## config.mk

```make
export PLATFORM = sky130hd
export DESIGN_NAME = traffic_conflict_monitor
export DESIGN_NICKNAME = d
export VERILOG_FILES = /design/src/rtl/traffic_pkg.sv /design/src/rtl/light_sequence_checker.sv /design/src/rtl/traffic_conflict_monitor.sv
export SDC_FILE = /design/constraint.sdc
export NUM_CORES = 1
export LEC_CHECK = 0
export CORE_ASPECT_RATIO = 1.1
export CORE_MARGIN = 2
export CORE_UTILIZATION = 40
export DETAILED_ROUTE_END_ITERATION = 16
export PLACE_DENSITY_LB_ADDON = 0.3
export SETUP_SLACK_MARGIN = 0.1
export SLEW_MARGIN = 5
export SYNTH_ARGS = -nofsm -noshare
export SYNTH_HDL_FRONTEND = slang
export SYNTH_SLANG_ARGS = --single-unit
```

## constraint.sdc

```tcl
create_clock -name clk -period 3 [get_ports clk]
set_input_delay 0.6 -clock clk [delete_from_list [all_inputs] [get_ports clk]]
set_output_delay 0.6 -clock clk [all_outputs]
set_load 0.01 [all_outputs]
```

## src/rtl/traffic_pkg.sv

```systemverilog
// Shared lamp encodings and monitor enums for the traffic light controller and its safety monitor.
package traffic_pkg;

    localparam int unsigned LAMP_W  = 3;
    localparam int unsigned CODE_W  = 3;
    localparam int unsigned COUNT_W = 8;

    typedef logic [LAMP_W-1:0] lamp_t;

    localparam lamp_t RED    = 3'b100;
    localparam lamp_t YELLOW = 3'b010;
    localparam lamp_t GREEN  = 3'b001;

    typedef enum logic [CODE_W-1:0] {
        FC_NONE          = 3'd0,
        FC_CONFLICT      = 3'd1,
        FC_ENCODING      = 3'd2,
        FC_SEQUENCE      = 3'd3,
        FC_SHORT_YELLOW  = 3'd4,
        FC_TURN_MISMATCH = 3'd5,
        FC_WATCHDOG      = 3'd6
    } fault_code_t;

    typedef enum logic [1:0] {
        ARMING  = 2'd0,
        MONITOR = 2'd1,
        FAULT   = 2'd2
    } mon_state_t;

    // True when the lamp bus holds exactly one legal lamp.
    function automatic logic is_lamp(input lamp_t lamp);
        return (lamp == RED) || (lamp == YELLOW) || (lamp == GREEN);
    endfunction

endpackage

```

## src/rtl/light_sequence_checker.sv

```systemverilog
// Per-road lamp history: flags lamp changes, illegal transitions and yellow phases that end too early.
module light_sequence_checker
    import traffic_pkg::*;
#(
    parameter int unsigned MIN_YELLOW = 3
) (
    input  logic              clk,
    input  logic              rst_n,
    input  logic              clear,
    input  logic [LAMP_W-1:0] lamp,
    output logic              changed_c,
    output logic              seq_err_c,
    output logic              short_yellow_c
);

    localparam int unsigned YCNT_W = $clog2(MIN_YELLOW + 1);

    lamp_t             prev;
    logic [YCNT_W-1:0] ycnt;
    logic [YCNT_W-1:0] ycnt_next;
    logic              legal_step;

    always_comb begin
        changed_c      = (lamp != prev);
        legal_step     = ((prev == GREEN)  && (lamp == YELLOW)) ||
                         ((prev == YELLOW) && (lamp == RED))    ||
                         ((prev == RED)    && (lamp == GREEN));
        seq_err_c      = changed_c && !legal_step;
        short_yellow_c = (prev == YELLOW) && (lamp == RED) && (ycnt < YCNT_W'(MIN_YELLOW));
    end

    // Counts consecutive sampled yellow cycles, saturating once the minimum is met.
    always_comb begin
        ycnt_next = '0;
        if (clear) begin
            ycnt_next = '0;
        end else if (lamp != YELLOW) begin
            ycnt_next = '0;
        end else if (prev != YELLOW) begin
            ycnt_next = YCNT_W'(1);
        end else if (ycnt < YCNT_W'(MIN_YELLOW)) begin
            ycnt_next = ycnt + YCNT_W'(1);
        end else begin
            ycnt_next = ycnt;
        end
    end

    always_ff @(posedge clk or negedge rst_n) begin
        if (!rst_n) begin
            prev <= RED;
            ycnt <= '0;
        end else begin
            prev <= lamp;
            ycnt <= ycnt_next;
        end
    end

endmodule

```

## src/rtl/traffic_conflict_monitor.sv

```systemverilog
// Independent safety monitor: latches the first lamp violation and forces flashing red until cleared.
module traffic_conflict_monitor
    import traffic_pkg::*;
#(
    parameter int unsigned MIN_YELLOW = 3,
    parameter int unsigned WATCHDOG   = 200,
    parameter int unsigned FLASH_HALF = 4
) (
    input  logic               clk,
    input  logic               rst_n,
    input  logic [LAMP_W-1:0]  main_road,
    input  logic [LAMP_W-1:0]  side_road,
    input  logic               main_turn_left,
    input  logic               side_turn_left,
    input  logic               fault_clear,
    output logic               fault,
    output logic [CODE_W-1:0]  fault_code,
    output logic               flash_red,
    output logic               monitor_active,
    output logic [COUNT_W-1:0] fault_count
);

    localparam int unsigned WD_W = 8;
    localparam int unsigned FL_W = $clog2(FLASH_HALF + 1);

    mon_state_t  state;
    mon_state_t  state_next;
    fault_code_t code_c;

    logic            main_chg_c, main_seq_c, main_sy_c;
    logic            side_chg_c, side_seq_c, side_sy_c;
    logic            clear_c;
    logic            any_chg_c;
    logic            conflict_c;
    logic            encoding_c;
    logic            turn_c;
    logic            start_c;
    logic            wd_reach_c;
    logic            wd_hit_c;
    logic            enter_fault_c;
    logic [WD_W-1:0] wd_cnt;
    logic [FL_W-1:0] flash_cnt;

    assign clear_c = (state == FAULT) && fault_clear;

    light_sequence_checker #(.MIN_YELLOW(MIN_YELLOW)) u_main_seq (
        .clk            (clk),
        .rst_n          (rst_n),
        .clear          (clear_c),
        .lamp           (main_road),
        .changed_c      (main_chg_c),
        .seq_err_c      (main_seq_c),
        .short_yellow_c (main_sy_c)
    );

    light_sequence_checker #(.MIN_YELLOW(MIN_YELLOW)) u_side_seq (
        .clk            (clk),
        .rst_n          (rst_n),
        .clear          (clear_c),
        .lamp           (side_road),
        .changed_c      (side_chg_c),
        .seq_err_c      (side_seq_c),
        .short_yellow_c (side_sy_c)
    );

    // Stateless checks on the current sample; the watchdog only survives a quiet cycle in MONITOR.
    always_comb begin
        any_chg_c  = main_chg_c || side_chg_c;
        conflict_c = (main_road != RED) && (side_road != RED);
        encoding_c = !is_lamp(main_road) || !is_lamp(side_road);
        turn_c     = (main_turn_left != (main_road == RED)) ||
                     (side_turn_left != (side_road == RED));
        start_c    = (main_road == GREEN) && (side_road == RED);
        wd_reach_c = ((WD_W + 1)'(wd_cnt) + (WD_W + 1)'(1)) == (WD_W + 1)'(WATCHDOG);
        wd_hit_c   = wd_reach_c && !((state == MONITOR) && any_chg_c);
    end

    always_ff @(posedge clk or negedge rst_n) begin
        if (!rst_n) begin
            state <= ARMING;
        end else begin
            state <= state_next;
        end
    end

    // Next state plus priority encode: the lowest numbered violation wins.
    always_comb begin
        state_next = state;
        code_c     = FC_NONE;
        case (state)
            ARMING: begin
                if (conflict_c) begin
                    code_c = FC_CONFLICT;
                end else if (encoding_c) begin
                    code_c = FC_ENCODING;
                end else if (start_c) begin
                    state_next = MONITOR;
                end else if (wd_hit_c) begin
                    code_c = FC_WATCHDOG;
                end
            end
            MONITOR: begin
                if (conflict_c) begin
                    code_c = FC_CONFLICT;
                end else if (encoding_c) begin
                    code_c = FC_ENCODING;
                end else if (main_seq_c || side_seq_c) begin
                    code_c = FC_SEQUENCE;
                end else if (main_sy_c || side_sy_c) begin
                    code_c = FC_SHORT_YELLOW;
                end else if (turn_c) begin
                    code_c = FC_TURN_MISMATCH;
                end else if (wd_hit_c) begin
                    code_c = FC_WATCHDOG;
                end
            end
            FAULT: begin
                if (fault_clear) begin
                    state_next = ARMING;
                end
            end
            default: begin
                state_next = ARMING;
            end
        endcase
        if (code_c != FC_NONE) begin
            state_next = FAULT;
        end
    end

    assign enter_fault_c = (state != FAULT) && (state_next == FAULT);

    // Idle/arming timer restarts on every state change and on any lamp change while monitoring.
    always_ff @(posedge clk or negedge rst_n) begin
        if (!rst_n) begin
            wd_cnt <= '0;
        end else if ((state_next != state) || (state == FAULT)) begin
            wd_cnt <= '0;
        end else if ((state == MONITOR) && any_chg_c) begin
            wd_cnt <= '0;
        end else begin
            wd_cnt <= wd_cnt + WD_W'(1);
        end
    end

    // Registered outputs, fault code latch, flash timer and saturating fault counter.
    always_ff @(posedge clk or negedge rst_n) begin
        if (!rst_n) begin
            fault          <= 1'b0;
            monitor_active <= 1'b0;
            fault_code     <= '0;
            flash_red      <= 1'b0;
            flash_cnt      <= '0;
            fault_count    <= '0;
        end else begin
            fault          <= (state_next == FAULT);
            monitor_active <= (state_next == MONITOR);
            if (enter_fault_c) begin
                fault_code <= code_c;
                flash_red  <= 1'b1;
                flash_cnt  <= '0;
                if (fault_count != {COUNT_W{1'b1}}) begin
                    fault_count <= fault_count + COUNT_W'(1);
                end
            end else if (state_next == FAULT) begin
                if (flash_cnt == FL_W'(FLASH_HALF - 1)) begin
                    flash_red <= ~flash_red;
                    flash_cnt <= '0;
                end else begin
                    flash_cnt <= flash_cnt + FL_W'(1);
                end
            end else begin
                fault_code <= '0;
                flash_red  <= 1'b0;
                flash_cnt  <= '0;
            end
        end
    end

endmodule
```

== After elaboration in Yosys (flattened, before gate mapping) ==
Cells that the tools add are included.

* Bits of input ports: 11
* Flip-flop bits (word level): 37
* Word-level logic and storage cells: 128

* $add $sub $neg: 6
* Multiplexer cells: 34
* Equal/unequal tests: 33
* Reduce and logical (&&, ||, !) cells: 40
* Magnitude comparators: 2
* Bitwise logic cells: 1

{| class="wikitable"
|+ Operator list
! operator !! count
|-
| 2-to-1 mux 3 bit || 14
|-
| 2-to-1 mux 2 bit || 13
|-
| adder 8 x 1 -> 8 bit, second input constant || 2
|-
| logical AND 1 bit || 16
|-
| 2-to-1 mux 8 bit || 2
|-
| == test 3 x 2 -> 1 bit, second input constant || 5
|-
| != test 3 x 2 -> 1 bit, second input constant || 5
|-
| logical OR 1 bit || 14
|-
| == test 3 x 1 -> 1 bit, second input constant || 4
|-
| == test 3 bit, second input constant || 4
|-
| adder 8 x 1 -> 9 bit, second input constant || 1
|-
| == test 9 x 8 -> 1 bit, second input constant || 1
|-
| != test 8 bit, second input constant || 1
|-
| nonzero test 4 bit || 2
|-
| != test 3 bit || 2
|-
| != test 3 bit, second input constant || 2
|-
| case mux 2 bit (3 select lines) || 1
|-
| case mux 3 bit (2 select lines) || 1
|-
| zero test 1 bit || 5
|-
| adder 2 x 1 -> 2 bit, second input constant || 2
|-
| == test 2 x 1 -> 1 bit, second input constant || 2
|-
| == test 2 bit, second input constant || 2
|-
| < comparator 2 bit, second input constant || 2
|-
| != test 2 bit, second input constant || 2
|-
| other kinds (8) || 11
|}

== Depth between registers and ports, before layout ==
Gate-level depths: netlist of the first run.

* Word-level depth: 17
* Mapped depth: 10
* Gate-level depth less buffers: 9

== Hierarchy ==
Synthesis of the first run repeated with hierarchy kept, for this count alone.

* Cell total of the unflattened synthesis: 211
* Area total of the unflattened synthesis: 2125.8 um2

{| class="wikitable"
|+ Modules (own cells, without submodules)
! module !! instances !! cells each !! area each (um2)
|-
| traffic_conflict_monitor || 1 || 159 || 1535.2
|-
| light_sequence_checker || 2 || 26 || 295.3
|}

== Worst setup path after synthesis of the first run ==
OpenSTA, ideal clock, no wires.

* Path kind: input port to flip-flop
* From: in main_road[1]
* To: reg fault_count[6]
* Data required time: 2872 ps
* Slack: 554 ps
* Arrival: 2318 ps
* Cell stages on the path: 10
* Path buffers: 2
* Path through: buf_2 > nor3b_2 > nor2_1 > or2_1 > nor4b_2 > a31oi_1 > nand3_2 > buf_6 > nand4_1 > mux2_1

* Longest elaborated chain between the ends: 17

{| class="wikitable"
|+ RTL lines
! item !! line !! source
|-
| start: declaration || traffic_conflict_monitor.sv:11 || <nowiki>input logic [LAMP_W-1:0] main_road,</nowiki>
|-
| != test 3 bit || light_sequence_checker.sv:24 || <nowiki>changed_c = (lamp != prev);</nowiki>
|-
| logical OR 1 bit || traffic_conflict_monitor.sv:68 || <nowiki>any_chg_c = main_chg_c || side_chg_c;</nowiki>
|-
| logical AND 1 bit || traffic_conflict_monitor.sv:75 || <nowiki>wd_hit_c = wd_reach_c && !((state == MONITOR) && any_chg_c);</nowiki>
|-
| zero test 1 bit || traffic_conflict_monitor.sv:75 ||
|-
| logical AND 1 bit || traffic_conflict_monitor.sv:75 ||
|-
| 2-to-1 mux 3 bit || traffic_conflict_monitor.sv:98, traffic_conflict_monitor.sv:113 ||
|-
| 2-to-1 mux 3 bit || traffic_conflict_monitor.sv:111 || <nowiki>end else if (turn_c) begin</nowiki>
|-
| 2-to-1 mux 3 bit || traffic_conflict_monitor.sv:109 || <nowiki>end else if (main_sy_c || side_sy_c) begin</nowiki>
|-
| 2-to-1 mux 3 bit || traffic_conflict_monitor.sv:107 || <nowiki>end else if (main_seq_c || side_seq_c) begin</nowiki>
|-
| 2-to-1 mux 3 bit || traffic_conflict_monitor.sv:105 || <nowiki>end else if (encoding_c) begin</nowiki>
|-
| 2-to-1 mux 3 bit || traffic_conflict_monitor.sv:103 || <nowiki>if (conflict_c) begin</nowiki>
|-
| case mux 3 bit (2 select lines) || traffic_conflict_monitor.sv:90 || <nowiki>case (state)</nowiki>
|-
| nonzero test 3 bit || traffic_conflict_monitor.sv:126 || <nowiki>if (code_c != FC_NONE) begin</nowiki>
|-
| 2-to-1 mux 2 bit * || traffic_conflict_monitor.sv:126 ||
|-
| == test 2 bit * || traffic_conflict_monitor.sv:131 || <nowiki>assign enter_fault_c = (state != FAULT) && (state_next == FAULT);</nowiki>
|-
| logical AND 1 bit * || traffic_conflict_monitor.sv:131 ||
|-
| AND reduction 2 bit (no source line) * || n/a ||
|-
| end signal: assignment || traffic_conflict_monitor.sv:163 || <nowiki>fault_count <= fault_count + COUNT_W'(1);</nowiki>
|-
| end: declaration || traffic_conflict_monitor.sv:20 || <nowiki>output logic [COUNT_W-1:0] fault_count</nowiki>
|}

Every way passes the cells marked *; elsewhere a longest branch is shown, timed or not.
A chain may end at the register's enable or synchronous reset.

== Worst setup path in the final report of the first run ==
* From: in side_road[2]
* To: reg fault_count[7]

* Longest elaborated chain between the ends: 17

{| class="wikitable"
|+ RTL lines
! item !! line !! source
|-
| start: declaration || traffic_conflict_monitor.sv:12 || <nowiki>input logic [LAMP_W-1:0] side_road,</nowiki>
|-
| != test 3 bit || light_sequence_checker.sv:24 ||
|-
| logical OR 1 bit || traffic_conflict_monitor.sv:68 ||
|-
| logical AND 1 bit || traffic_conflict_monitor.sv:75 ||
|-
| zero test 1 bit || traffic_conflict_monitor.sv:75 ||
|-
| logical AND 1 bit || traffic_conflict_monitor.sv:75 ||
|-
| 2-to-1 mux 3 bit || traffic_conflict_monitor.sv:98, traffic_conflict_monitor.sv:113 ||
|-
| 2-to-1 mux 3 bit || traffic_conflict_monitor.sv:111 ||
|-
| 2-to-1 mux 3 bit || traffic_conflict_monitor.sv:109 ||
|-
| 2-to-1 mux 3 bit || traffic_conflict_monitor.sv:107 ||
|-
| 2-to-1 mux 3 bit || traffic_conflict_monitor.sv:105 ||
|-
| 2-to-1 mux 3 bit || traffic_conflict_monitor.sv:103 ||
|-
| case mux 3 bit (2 select lines) || traffic_conflict_monitor.sv:90 ||
|-
| nonzero test 3 bit || traffic_conflict_monitor.sv:126 ||
|-
| 2-to-1 mux 2 bit * || traffic_conflict_monitor.sv:126 ||
|-
| == test 2 bit * || traffic_conflict_monitor.sv:131 ||
|-
| logical AND 1 bit * || traffic_conflict_monitor.sv:131 ||
|-
| AND reduction 2 bit (no source line) * || n/a ||
|}

Marked as above.

==> results of run 1 <==
==> cells in the final DEF, fill, tap and decap left out, drive strengths merged, types with 6 or more instances in the layout <==
cell type and n:
a21oi 7, buf 26, clkbuf 6, clkdlybuf4s50 18, dfrtp 35, nand2 14
nand3 10, nand4 8, nor2 18, nor3 7, nor3b 8, xnor2 7
xor2 15
==> synthesized netlist by cell type, drive strengths merged <==
master and instances:
dfstp 2, a31o 1, inv 2, xor2 15, nor3 7, a211o 3, o21ai 3, xnor2 7
or2 3, nor2b 2, mux2i 2, nand2b 4, ha 5, and2 3, nor2 18, a2bb2oi 1
nor3b 8, nor4b 2, and3b 2, nand3 10, and3 5, a22o 1, nand4bb 4, o221ai 1
a21oi 7, nand4 8, a21boi 1, buf 3, or3 1, a211oi 2, mux2 4, nand2 14
a31oi 4, dfrtp 35
==> sequential cells by signal, summed over array words and instances, names as in the netlist <==
| name | cells |
|---|---|
| fault | 1 |
| u_main_seq.prev | 3 |
| flash_cnt | 3 |
| u_side_seq.ycnt | 2 |
| u_side_seq.prev | 3 |
| flash_red | 1 |
| u_main_seq.ycnt | 2 |
| monitor_active | 1 |
| fault_code | 3 |
| state | 2 |
| wd_cnt | 8 |
| fault_count | 8 |
==> final cells by class <==
type | count | area, um^2
clock buffer | 6 | 82.58
clock inverter | 2 | 37.54
fill | 413 | 2081
inverter | 2 | 7.507
multi-input combinational | 148 | 1075
sequential | 37 | 928.4
tap | 56 | 70.07
timing repair buffer | 49 | 435.4
==> worst register-to-register path, cell delays in order, from the launching register on <==
cell and delay [ns]:
dfrtp_1 0.39, ha_1 0.25, nor4b_1 0.46, and3b_1 0.27
o221ai_2 0.20, nor3_2 0.09, o21ai_2 0.19, nand3_2 0.10
buf_4 0.17, o21ai_1 0.12, mux2_1 0.34
==> power groups by stage <==
| stage | sequential (mW) | combinational, mW | clock, mW |
|---|---|---|---|
| 2_1_floorplan | 0.720 | 0.286 | 0 |
| 3_3_place_gp | 0.708 | 0.572 | 0 |
| 3_5_place_dp | 0.708 | 0.575 | 0 |
| 4_1_cts | 0.700 | 0.584 | 0.467 |
| 5_1_grt | 0.719 | 0.640 | 0.493 |
| 6_report | 0.700 | 0.583 | 0.458 |
==> how the worst min path moves through the flow <==
stage	endpoint	from	depth (start not counted)	slack, ns
detailed placement	flash_cnt[0]	flash_cnt[0]	1	0.43
global route	flash_cnt[1]	rst_n	1	0.46
floorplan	fault	rst_n	0	0.30
CTS	flash_cnt[2]	rst_n	1	0.43
global placement	flash_cnt[0]	flash_cnt[0]	1	0.42
finish	flash_cnt[1]	rst_n	1	0.39
==> kinds of logic (layout without fill, tap and decap cells) <==
family                   Yosys count  after routing  synth area share, %
multiplexers                       6              6                3.266
adder cells (fa/ha/maj)            5              5                3.141
AND/OR/NAND/NOR                   91             91                27.58
buffers and inverters              5             59                1.759
XOR/XNOR                          22             22                9.674
flip-flops                        37             37                46.61
AO/OA/AOI/OAI                     24             24                7.977
==> metal layers <==
metal	GRT usage, %	vias to the layer above
met2	25.00	32
met1	21.51	770
met5	0	-
met3	3.723	10
li1	-	787
met4	6.226	0
==> timing repair <==
item / CTS / global route
setup endpoints to repair: 0 / 17
resized for setup: 0 / 15
buffers inserted: 0 / 0
==> flow_metrics.tcl, run 1 <==
set metrics [dict create \
    grt-ovfl-total 0 \
    tightest_slew_ns 0.8052 \
    firstDrtPassIters 4 \
    max_stage_delay_ns 0.47 \
    place_area_um2 2457 \
    gp_congestion 0.8043 \
    grt_util_all_layers_pct 16.01 \
    cpMostUsedCell "buf_4" \
    cts_made_buffers 5 \
    finalPower_mw 1.741 \
    cts_root_buf "clkbuf_8" \
    clk_pin_slew_ns 0.08 \
    area_delta_synth_final_pct 32.35 \
    finalMaxSlewViolations 0 \
    die_w_um 71.29 \
    worstPathArrival_ns 2.90 \
    grt_max_degree 38 \
    ir_drop_mv 0.4948 \
    synth.top_cells.by_area "dfrtp_1 (44%), xor2_1 (6.6%), ha_1 (3.1%)" \
    yosys_warnings 0 \
    die_y_um 78.01 \
    fin_crit_sh_pct 91.02 \
    hold_class "input port to asynchronous set/reset pin" \
    netlist_area_um2 1992 \
    setup_viol_count_final 0 \
    p_seq_share_pct 40.2 \
    fmax_mhz 366.2 \
    period_needed_ns 2.731 \
    top_layer_used "met4" \
    rr_worst_depth 10 \
    tns_ns 0 \
    setup.worst_path.start_class "input port" \
    postSynthAreaPerCell_um2 10.48 \
    fin_cells 300 \
    p_sw_mw 0.5541 \
    final_area_um2 2636 \
    drtIter0Drc 52 \
    crit_path_end "fault_count[7]" \
    r2r-start "u_main_seq.ycnt[0]" \
    vias 1599 \
    crit_cells 11 \
    path_max_fanout 8 \
    final_nets 259 \
    critPathTopFamily "buffers and inverters" \
    crit_required_ns 3.17 \
    path_buf_inv 3 \
    ys_seq_elements 37 \
    post-place-ws_ns -0.1417 \
    powerDensity_nw_per_um2 660.4 \
    drv_cap 0 \
    timing.rr.end "fault_count[1]" \
    cpMaxStageDelayCell "clkdlybuf4s50_1" \
    skew_ns 0.007464 \
    holdWs_ns 0.3928 \
    num_rows 26 \
    io_buffers 24 \
    reg2reg_slack_ns 0.33 \
    wl_met1_um 1994 \
    yosysTopAreaCell "dfrtp_1" \
    switching_share_pct 31.83 \
    start_util_pct 42.23 \
    power_leakage_nw 1.193 \
    crit_path_start "side_road[2]" \
    cts_sinks 37 \
    netlist_instances 190 \
    slew_headroom_pct 46.32 \
    fp.coreArea_um2 4717 \
    status "complete, no violations" \
    dp_hpwl_um 2839 \
    critical_path_class "input port to flop" \
    ys_seq_area_share_pct 46.61 \
    n_antenna_cell 0 \
    synth.distinct_cells 41 \
    wl_met3_um 150 \
    drc 0 \
    rsz0062_at_grt "no" \
    synth_nets 206 \
    antenna_left 0 \
    internal_power_mw 1.187 \
    cts_tree "done" \
    wirelength_um 4286 \
    antenna_found_initial 0 \
    finalHoldViolations 0 \
    fin_util_pct 55.89 \
    fin_ws_ns 0.2693 \
    endpoint_kind "flop" \
    synth_top_area_share_pct 43.97 \
    met2_length_um 2063 \
    ctsHoldBuffers 0 \
    drive_gt1_share_pct 23.36 \
    grt_pass1_wl_um 7169 \
    cts.path.max_buffers 2 \
    io_pins 25 \
    power_frac_comb_pct 33.5 \
    die-area_um2 5561 \
    p_clk_share_pct 26.3 \
    post_drt_wl_per_cell_um 14.29 \
    routed_via_density 5.330 \
    first_global_vias 1530 \
    place_inst 292 \
    clk_latency_ns 0.29 \
    h-tree-depth 2 \
    path_cells "clkdlybuf4s50_1 -> nor3b_2 -> buf_4 -> xnor2_1 -> o221ai_2 -> nor3_2 -> o21ai_2 -> nand3_2 -> buf_4 -> nand4_1 -> mux2_1" \
]
No activity file was read; power rests on OpenSTA's default activity.
==> run 2: changes to the inputs <==
--- a/config.mk
+++ b/config.mk
@@ -10,6 +10,7 @@
 export CORE_UTILIZATION = 40
 export DETAILED_ROUTE_END_ITERATION = 16
 export PLACE_DENSITY_LB_ADDON = 0.3
+export REMOVE_ABC_BUFFERS = 1
 export SETUP_SLACK_MARGIN = 0.1
 export SLEW_MARGIN = 5
 export SYNTH_ARGS = -nofsm -noshare
==> constraint.sdc (replaced) <==
create_clock -name clk -period 2.2 [get_ports clk]
set_input_delay 0.44 -clock clk [delete_from_list [all_inputs] [get_ports clk]]
set_output_delay 0.44 -clock clk [all_outputs]
set_load 0.01 [all_outputs]
==> run 2 against run 1 <==
Against the previous run:
- the run now ends with negative setup slack left
- design area is 6.9% higher
- sequential power is 39% higher
- routed wire length is 5.0% higher
- global-route usage is 0.73 points higher
- non-clock buffer count is 17 higher
- cell count is 5.7% higher
- flip-flop and latch count stayed put
- critical path type unchanged
==> flow_metrics.tcl, run 2 (synthesized netlist as in run 1, its figures left out) <==
set metrics [dict create \
    status "finished with violations" \
    violations "negative setup slack" \
    post_drt_wl_per_cell_um 14.20 \
    slew_headroom_pct 45.07 \
    drc 0 \
    area_delta_synth_final_pct 41.52 \
    cts_sinks 37 \
    mostFrequentLayoutCell "buf_4" \
    start_util_pct 42.23 \
    routed_via_density 5.227 \
    multi_input_area_um2 1177 \
    fin_ws_ns -0.2087 \
    rsz0062_at_grt "yes" \
    dp_hpwl_um 2952 \
    powerDensity_nw_per_um2 835.9 \
    grt_pass1_wl_um 7431 \
    first_global_vias 1697 \
    grt_util_all_layers_pct 16.75 \
    io_buffers 24 \
    tns_ns -2.804 \
    cts_made_buffers 5 \
    fin_crit_sh_pct 109.5 \
    finalMaxSlewViolations 0 \
    clk_pin_slew_ns 0.07 \
    io_pins 25 \
    die-area_um2 5561 \
    fin_util_pct 59.76 \
    register_area_um2 928.4 \
    drtIter0Drc 26 \
    grt_max_degree 38 \
    wirelength_um 4502 \
    path_max_fanout 8 \
    period_needed_ns 2.409 \
    antenna_found_initial 0 \
    fp.coreArea_um2 4717 \
    num_rows 26 \
    grt-ovfl-total 0 \
    die_y_um 78.01 \
    crit_required_ns 2.42 \
    layout_common_cells "buf_4 (39), dfrtp_1 (35), clkdlybuf4s50_1 (17), xor2_1 (15), nand2_1 (13)" \
    die_w_um 71.29 \
    top_regs "fault_count x8, wd_cnt x8" \
    cts_tree "done" \
    cts.path.max_buffers 2 \
    drive_gt1_share_pct 33.33 \
    finalHoldViolations 0 \
    firstDrtPassIters 4 \
    fmax_mhz 415.2 \
    power_leakage_nw 1.251 \
    holdWs_ns 0.2443 \
    fillCellCount 412 \
    cts_root_buf "clkbuf_8" \
    skew_ns 0.003485 \
    vias 1657 \
    worstPathArrival_ns 2.63 \
    r2r-start "u_main_seq.ycnt[0]" \
    final_nets 276 \
    antenna_left 0 \
    ctsHoldBuffers 0 \
    hold_class "input port to asynchronous set/reset pin" \
    setup_viol_count_final 19 \
    drv_cap 0 \
    crit_path_start "main_road[0]" \
    ir_drop_mv 0.8347 \
    finalPower_mw 2.356 \
    h-tree-depth 2 \
    tightest_slew_ns 0.8239 \
    endpoint_kind "flop" \
    critical_path_class "input port to flop" \
    n_antenna_cell 0 \
    clk_latency_ns 0.28 \
    setup.worst_path.start_class "input port" \
    gp_congestion 0.8401 \
]
## run 2: cell count changes in the layout (fill, tap and decap cells not counted), sizes merged
cell / previous run / this run
clkdlybuf4s15: 0 / 2
clkinvlp: 1 / 0
dlymetal6s2s: 5 / 0
bufinv: 1 / 0
clkdlybuf4s50: 18 / 17
buf: 26 / 43
clkinv: 0 / 2
dlygate4sd2: 0 / 3
clkbuf: 6 / 7
## run 2: power by group
part	total, mW	internal (mW)	switching [mW]
Sequential	0.970	0.815	0.156
Combinational	0.936	0.508	0.429
Clock	0.450	0.219	0.230
Total	2.36	1.54	0.815
## run 2: metal layers
| metal | vias to the layer above | wire length [um] | track usage [%] | part of all wire (%) |
|---|---|---|---|---|
| li1 | 824 | - | - | - |
| met1 | 800 | 2023 | 20.70 | 45 |
| met2 | 29 | 2289 | 28.33 | 51 |
| met3 | 4 | 163 | 4.493 | 3.6 |
| met4 | 0 | 26 | 5.283 | 0.58 |
| met5 | - | 0 | 0 | 0 |
## run 2: per-stage QoR
step	instance area (um^2)	instances	setup slack [ns]
2_1_floorplan	1964	187	-0.2410
3_3_place_gp	2532	302	-0.7082
3_5_place_dp	2532	302	-0.7374
4_1_cts	2721	314	-0.1456
5_1_grt	2819	317	-0.3231
6_report	2819	317	-0.2087
## run 2: repair_timing
action                     CTS  global route
buffers inserted             5             4
setup endpoints to repair   22            22
gates resized for setup     25            18
gates cloned                 0             0
pin swaps                   10            16
## run 2: path summary, 6_finish.rpt
kind                                      end  slack, ns  cells past startpoint
min                            fault_count[3]       0.24                      1
max reg2reg                         wd_cnt[3]      -0.19                     11
min reg2reg                      flash_cnt[0]       0.44                      1
max                                 wd_cnt[3]      -0.21                     12
max in group asynchronous           wd_cnt[5]       1.43                      1
min in group clk           u_main_seq.prev[2]       0.34                      1
## run 2: final cells by class
cell class,instances,area share [%]
tap,56,2.486
clock inverter,2,0.3551
inverter,2,0.2663
multi-input combinational,148,41.77
clock buffer,6,2.574
timing repair buffer,66,19.62
sequential,37,32.93
## run 2: worst max-delay path: stages
cell	delay, ns
dlygate4sd2_1	0.29
buf_4	0.17
nor3b_4	0.21
buf_4	0.16
and3b_1	0.18
o221ai_2	0.12
buf_4	0.17
a31oi_4	0.16
nand3_2	0.12
or3_1	0.34
buf_6	0.17
nor2_2	0.10
==> run 3: changes to the inputs <==
--- a/config.mk
+++ b/config.mk
@@ -9,7 +9,7 @@
 export CORE_MARGIN = 2
 export CORE_UTILIZATION = 40
 export DETAILED_ROUTE_END_ITERATION = 16
-export PLACE_DENSITY_LB_ADDON = 0.3
+export PLACE_DENSITY_LB_ADDON = 0.08
 export REMOVE_ABC_BUFFERS = 1
 export SETUP_SLACK_MARGIN = 0.1
 export SLEW_MARGIN = 5
==> run 3 against run 2 <==
Against the previous run:
- the run still ends with negative setup slack left
- critical path depth fell by 2
- routed wire length rose by 6.0%
- count of clock-buffer cells in the layout rose by 1
- register-to-register slack got worse by 0.02 ns
- design area rose by 5.6%
- die area did not move
- non-clock buffer count rose by 12
- clock skew rose by 0.0053 ns
- via count rose by 5.1%
- global-route usage rose by 1.9 points
- total power rose by 8.3%
- critical path type is now flop to flop
==> flow_metrics.tcl, run 3 (synthesized netlist as in run 1, its figures left out) <==
set metrics [dict create \
    worstPathArrival_ns 2.59 \
    slew_headroom_pct 68.33 \
    crit_required_ns 2.38 \
    post_drt_wl_per_cell_um 14.50 \
    clk_pin_slew_ns 0.07 \
    violations "negative setup slack" \
    multi_input_area_um2 1195 \
    setup_viol_count_final 19 \
    critPathTopFamily "flip-flops" \
    wirelength_um 4772 \
    fmax_mhz 414.9 \
    area_delta_synth_final_pct 49.50 \
    num_rows 26 \
    mostFrequentLayoutCell "buf_4" \
    powerDensity_nw_per_um2 856.7 \
    path_max_fanout 8 \
    status "finished with violations" \
    setup.worst_path.start_class "flop" \
    endpoint_kind "flop" \
    power_leakage_nw 1.342 \
    start_util_pct 42.23 \
    gp_congestion 0.8376 \
    h-tree-depth 2 \
    skew_ns 0.008783 \
    drv_cap 0 \
    routed_via_density 5.295 \
    die-area_um2 5561 \
    drive_gt1_share_pct 38.46 \
    clk_latency_ns 0.29 \
    cpMostUsedCell "a211o_1" \
    fp.coreArea_um2 4717 \
    layout_common_cells "buf_4 (44), dfrtp_1 (35), clkdlybuf4s50_1 (18), xor2_1 (15), nand2_1 (13)" \
    final_nets 288 \
    max_stage_delay_ns 0.56 \
    drtIter0Drc 51 \
    fillCellCount 382 \
    grt-ovfl-total 0 \
    cts_root_buf "clkbuf_8" \
    fin_ws_ns -0.2104 \
    critical_path_class "flop to flop" \
    top_regs "fault_count x8, wd_cnt x8" \
    period_needed_ns 2.410 \
    cts_tree "done" \
    fin_crit_sh_pct 109.6 \
    io_buffers 24 \
    finalMaxSlewViolations 0 \
    cpMaxStageDelayCell "dfstp_2" \
    antenna_found_initial 0 \
    finalHoldViolations 0 \
    register_area_um2 928.4 \
    path_buf_inv 2 \
    cts.path.max_buffers 2 \
    die_y_um 78.01 \
    die_w_um 71.29 \
    ir_drop_mv 0.7464 \
    fin_util_pct 63.13 \
    cts_sinks 37 \
    grt_max_degree 38 \
    first_global_vias 1835 \
    antenna_left 0 \
    dp_hpwl_um 3182 \
    path_cells "xor2_1 -> nor3_1 -> buf_4 -> a211o_1 -> and2_4 -> a211o_1 -> nand3_2 -> buf_6 -> nand4_1 -> mux2_4" \
    firstDrtPassIters 4 \
    tightest_slew_ns 0.4750 \
    io_pins 25 \
    grt_pass1_wl_um 8252 \
    holdWs_ns 0.4233 \
    cts_made_buffers 5 \
    rsz0062_at_grt "yes" \
    n_antenna_cell 0 \
    grt_util_all_layers_pct 18.60 \
    vias 1742 \
    drc 0 \
    hold_class "input port to flop" \
]
run 3: path summary, 6_finish.rpt:
path / from / endpoint / slack (ns) / depth (start not counted)
min reg2reg: flash_cnt[0] / flash_cnt[0] / 0.45 / 1
max reg2reg: u_side_seq.prev[2] / fault_count[6] / -0.21 / 10
min: side_road[2] / u_side_seq.prev[2] / 0.42 / 2
min in group asynchronous: rst_n / u_side_seq.prev[1] / 0.58 / 2
max in group asynchronous: rst_n / u_main_seq.prev[2] / 1.27 / 2
max: u_side_seq.prev[2] / fault_count[6] / -0.21 / 10
run 3: metal layers:
layer  GRT usage [%]  up-vias  share of wire [%]
met1           23.39      846                 45
met2           30.74       41                 48
met5               0        -                  0
met4           7.736        0                2.4
li1                -      844                  -
met3           4.108       11                4.2
run 3: cell type report:
type                       instances  area share [%]
multi-input combinational        148           40.13
sequential                        37           31.18
timing repair buffer              78           22.18
clock buffer                       7           2.899
tap                               56           2.353
clock inverter                     1           1.008
inverter                           2          0.2521
run 3: what timing repair did:
action,4_1_cts,5_1_grt
setup endpoints to repair,23,22
pin swaps,12,14
gates resized for setup,25,31
hold buffers,0,0
buffers inserted,9,8
run 3: per-stage QoR:
stage          area, um^2  setup WS [ns]  std cells  total power, mW  setup TNS (ns)
2_1_floorplan        1964        -0.2410        187            1.330          -2.271
3_3_place_gp         2575        -0.7045        307            1.782          -13.60
3_5_place_dp         2575        -0.7506        307            1.795          -14.30
4_1_cts              2835        -0.2175        323            2.501          -3.333
5_1_grt              2978        -0.2763        329            2.725          -4.235
6_report             2978        -0.2104        329            2.551          -2.604
run 3: report_power, final:
group	switching (mW)	internal [mW]	total, mW
clock network	0.236	0.369	0.605
logic	0.424	0.556	0.980
registers	0.151	0.815	0.965
total	0.811	1.74	2.55
==> patch 1, RTL diff (settings of run 2) <==
Set the parameter `FLASH_HALF` to 2 (it was 4).
--- a/src/rtl/traffic_conflict_monitor.sv
+++ b/src/rtl/traffic_conflict_monitor.sv
@@ -6,3 +6,3 @@
     parameter int unsigned WATCHDOG   = 200,
-    parameter int unsigned FLASH_HALF = 4
+    parameter int unsigned FLASH_HALF = 2
 ) (
Check against the original RTL: not equivalent (a bounded check fails within 4 cycles, from zero or initial values and one cycle with rst_n low).
==> patch 1 against run 2 <==
  * The run still ends with negative setup slack left
  * Sequential cell count decreased by 1
  * Clock skew up 0.0013 ns
  * Final area is 2.1% higher
  * Worst setup slack gained 0.16 ns
  * Die area grew 2.1%
  * Power shrank 0.45%
  * Wire length rose by 3.6%
  * Utilization down 1.8 points
  * Synthesized cell count up 5.3%
  * Register-to-register slack improved by 0.15 ns
  * Combinational power up 3.3%
  * First-iteration DRC count grew to 2.5 times the old value
  * Via count grew 7.9%
  * Area after synthesis rose by 2.2%
==> patch 1: results (changes against run 2) <==
Outcome: finished with violations
Violations in the final reports: negative setup slack
Mean Syn Cell Area: 10.2 sq um (-2.9%)
Slack of the critical path: -0.0448 ns (+0.164 ns)
Number of fillers in the final layout: 453 (+10%)
Worst R2R Path Depth: 9 (-2)
Area growth from synthesis to final layout: 41.4% (about the same)
Power Combinational: 0.000967 W (+3.3%)
Setup slack at placement: -0.608 ns (+0.130 ns)
Setup violators final: 5 (-14)
Combined global-route utilization of all metal layers: 17.1% (+0.35 points)
Met3 demand-to-capacity share in global routing: 3.68% (-0.81 points)
DP Wirelength: 3130 microns (+6.0%)
Slowest stage cell on the critical path: sky130_fd_sc_hd__dfrtp_1
Net load switching power: 0.000801 W (-1.7%)
Number of cells in the finished layout apart from fillers: 327 (+3.2%)
Sequential area share after synthesis: 44.4% (-2.2 points)
Layout cells sized above 1: 34.2% (+0.87 points)
Area after detailed placement: 0.00260 sq mm (+2.6%)
Wire length per cell: 14.3 microns (+0.39%)
Via total after detailed routing: 1788 (+7.9%)
Wire length of the first global-routing pass: 7730 microns (+4.0%)
Synth area leaders: sky130_fd_sc_hd__dfrtp_1 (42%), sky130_fd_sc_hd__xnor2_1 (4.7%), sky130_fd_sc_hd__nor2_1 (3.3%)
Detail Route met3 WL: 155 microns (-4.9%)
Family of cells with the greatest summed delay on the critical path: compound AO/OA/AOI/OAI gates
Slew headroom: 27.0% (-18 points)
Unique cell type count in the Yosys netlist: 49 (+20%)
Clk_skew: 0.00482 ns (+0.00133 ns)
Number of buffers added for setup after CTS: 2 (-3)
Top cells by count, synth: sky130_fd_sc_hd__dfrtp_1 (34), sky130_fd_sc_hd__nor2_1 (18), sky130_fd_sc_hd__nand2_1 (16)
Weighted congestion reported at the end of routability-driven placement: 0.795 (-5.4%)
Wire length the detailed router placed on met1: 2040 microns (+0.94%)
Via count of the first global-routing pass: 1724 (+1.6%)
Placed cell count: 315 (+4.3%)
First-pass DRT Iterations: 5 (+1)
End of the critical path: fault_count[6]
Maximum fanout count along the critical path: 7 (-1)
Maximum number of pins on one net before global-route repair: 37 (-2.6%)
Length of routed met2 wiring: 2400 microns (+5.0%)
Starting DRT DRC Count: 66 (+150%)
Critical Path Source: wd_cnt[0]
Maximum vdd ir drop: 0.428 mV (-49%)
Number of nets at the end of the flow: 283 (+2.5%)
[patch 1: cells by family (layout without fill, tap and decap cells)]
kind of cell               after synthesis  in the layout  share of synthesized area [%]
and+or+nand+nor                         90             91                           26.1
DFF                                     36             36                           44.4
adders and majority gates                4              4                           2.46
xor gates and xnor gates                17             17                           7.31
muxes                                    8              8                           4.24
AOI/OAI and AO/OA                       35             36                           12.7
buffers and inverters                   10             77                           2.77
[patch 1: through the flow]
| stage | setup TNS [ns] | hold WS, ns |
|---|---|---|
| floorplan | -2.56 | 0.144 |
| CTS | -0.340 | 0.267 |
| detailed placement | -12.13 | 0.416 |
| global placement | -10.18 | 0.415 |
| finish | -0.113 | 0.243 |
| global route | -2.52 | 0.302 |
[patch 1: area by class of cell]
class                           instances  share of cell area (%)
Multi-Input combinational cell        156                    43.8
Sequential cell                        36                    31.4
Timing Repair Buffer                   66                    18.8
Clock buffer                            8                    3.13
Tap cell                               58                    2.52
Inverter                                3                   0.391
==> patch 2, RTL diff (flow settings as in run 2) <==
Without the edit above. The output `monitor_active` loses its register stage (`monitor_active` becomes a continuous assignment).
--- a/src/rtl/traffic_conflict_monitor.sv
+++ b/src/rtl/traffic_conflict_monitor.sv
@@ -149,3 +149,2 @@
             fault          <= 1'b0;
-            monitor_active <= 1'b0;
             fault_code     <= '0;
@@ -156,3 +155,2 @@
             fault          <= (state_next == FAULT);
-            monitor_active <= (state_next == MONITOR);
             if (enter_fault_c) begin
@@ -179,2 +177,4 @@
 
+    assign monitor_active = (state_next == MONITOR);
+
 endmodule
Behaviour: not the same (a bounded check fails within 4 cycles, from zero or initial values and one cycle with rst_n low).
==> patch 2 against run 2 <==
  * The run still ends with negative setup slack left
  * Power rose by 4.7%
  * Final area up 1.2%
  * Sequential cell count shrank 1
  * Area after synthesis fell by 2.5%
  * Register-to-register slack got worse by 0.35 ns
  * Wire length increased by 0.44%
  * Global-route usage is 1.5 points higher
  * Utilization rose by 1.6 points
  * Worst hold slack improved by 0.15 ns
  * Worst setup slack got worse by 0.33 ns
  * Highest routed layer unchanged
==> patch 2: results (changes against run 2) <==
Power Combinational: 0.00105 W (+12%)
Top cells by count, synth: sky130_fd_sc_hd__dfrtp_1 (34), sky130_fd_sc_hd__xor2_1 (16), sky130_fd_sc_hd__nand2_1 (14)
Share of synthesized area spent on multiplexers: 2.19% (-1.1 points)
Post-Route WL: 4520 microns (+0.44%)
Slowest cell delay on critical path: 0.39 ns (+0.05 ns)
Post-CTS sizing: 31 (+24%)
Via total after detailed routing: 1685 (+1.7%)
Weighted congestion reported at the end of routability-driven placement: 0.852 (+1.4%)
Setup violators final: 21 (+2)
Violations in the final reports: negative setup slack
Sequential share of power: 37.7% (-3.5 points)
Maximum number of pins on one net before global-route repair: 37 (-2.6%)
Family of cells with the greatest summed delay on the critical path: simple AND/OR/NAND/NOR gates
Maximum vdd ir drop: 0.668 mV (-20%)
Layout cells sized above 1: 36.9% (+3.6 points)
Slack of the critical path: -0.542 ns (-0.333 ns)
Number of fillers in the final layout: 398 (-3.4%)
Number of nets at the end of the flow: 286 (+3.6%)
Combined global-route utilization of all metal layers: 18.2% (+1.5 points)
Adder-cell area share of the yosys netlist: 3.22% (+0.081 points)
Slowest stage cell on the critical path: sky130_fd_sc_hd__dfrtp_1
Die outline area: 0.00543 sq mm (-2.4%)
Unique cell type count in the Yosys netlist: 45 (+9.8%)
Clk_skew: 0.00683 ns (+0.00334 ns)
Outcome: finished with violations
Slew headroom: 69.3% (+24 points)
Sequential area share after synthesis: 46.5% (-0.087 points)
Hold Path Class: in -> reg
Wire length of the first global-routing pass: 7980 microns (+7.3%)
Arrival time worst endpoint: 2.96 ns (+0.33 ns)
Static Leak: 1.34 nW (+6.8%)
[patch 2: layout make-up]
class | instances | area share [%]
clock buffer | 6 | 2.89
clock inverter | 2 | 0.351
inverter | 2 | 0.263
multi-input combinational | 146 | 39.8
sequential | 36 | 31.7
tap | 56 | 2.46
timing repair buffer | 79 | 22.6
[patch 2: layer usage]
metal | vias up | wire length (microns) | global-route usage (%)
li1 | 836 | - | -
met1 | 806 | 2030 | 22.8
met2 | 35 | 2220 | 30.6
met3 | 8 | 201 | 4.86
met4 | 0 | 77 | 5.58
met5 | - | 0 | 0
[patch 2: path summary, 6_finish.rpt]
path,start,endpoint,slack [ns],depth (start not counted)
worst min-delay path,main_road[0],u_main_seq.prev[0],0.40,1
max in group asynchronous,rst_n,u_side_seq.prev[2],1.28,2
worst min register to register,flash_cnt[0],flash_cnt[0],0.44,1
min in group asynchronous,rst_n,u_main_seq.prev[0],0.57,2
worst max-delay path,u_main_seq.ycnt[0],wd_cnt[4],-0.54,14
worst max register to register,u_main_seq.ycnt[0],wd_cnt[4],-0.54,14
[patch 2: cells by family (layout without fill, tap and decap cells)]
group,after synthesis,in the layout
simple gates,90,90
flops,36,36
compound gates,24,24
xor+xnor,23,23
fa+ha+maj,5,5
buf+inv,5,89
mux,4,4
[patch 2: stage by stage]
step | worst slack, ns | utilization [%] | area (sq um) | cells | TNS (ns)
floorplan | -0.256 | - | 1920 | 184 | -2.24
global placement | -1.19 | 55.2 | 2570 | 309 | -14.36
detailed placement | -1.21 | 55.2 | 2570 | 309 | -15.79
CTS | -0.553 | 61.0 | 2840 | 331 | -6.02
global route | -0.706 | 61.3 | 2850 | 327 | -12.29
finish | -0.542 | 61.3 | 2850 | 327 | -8.98
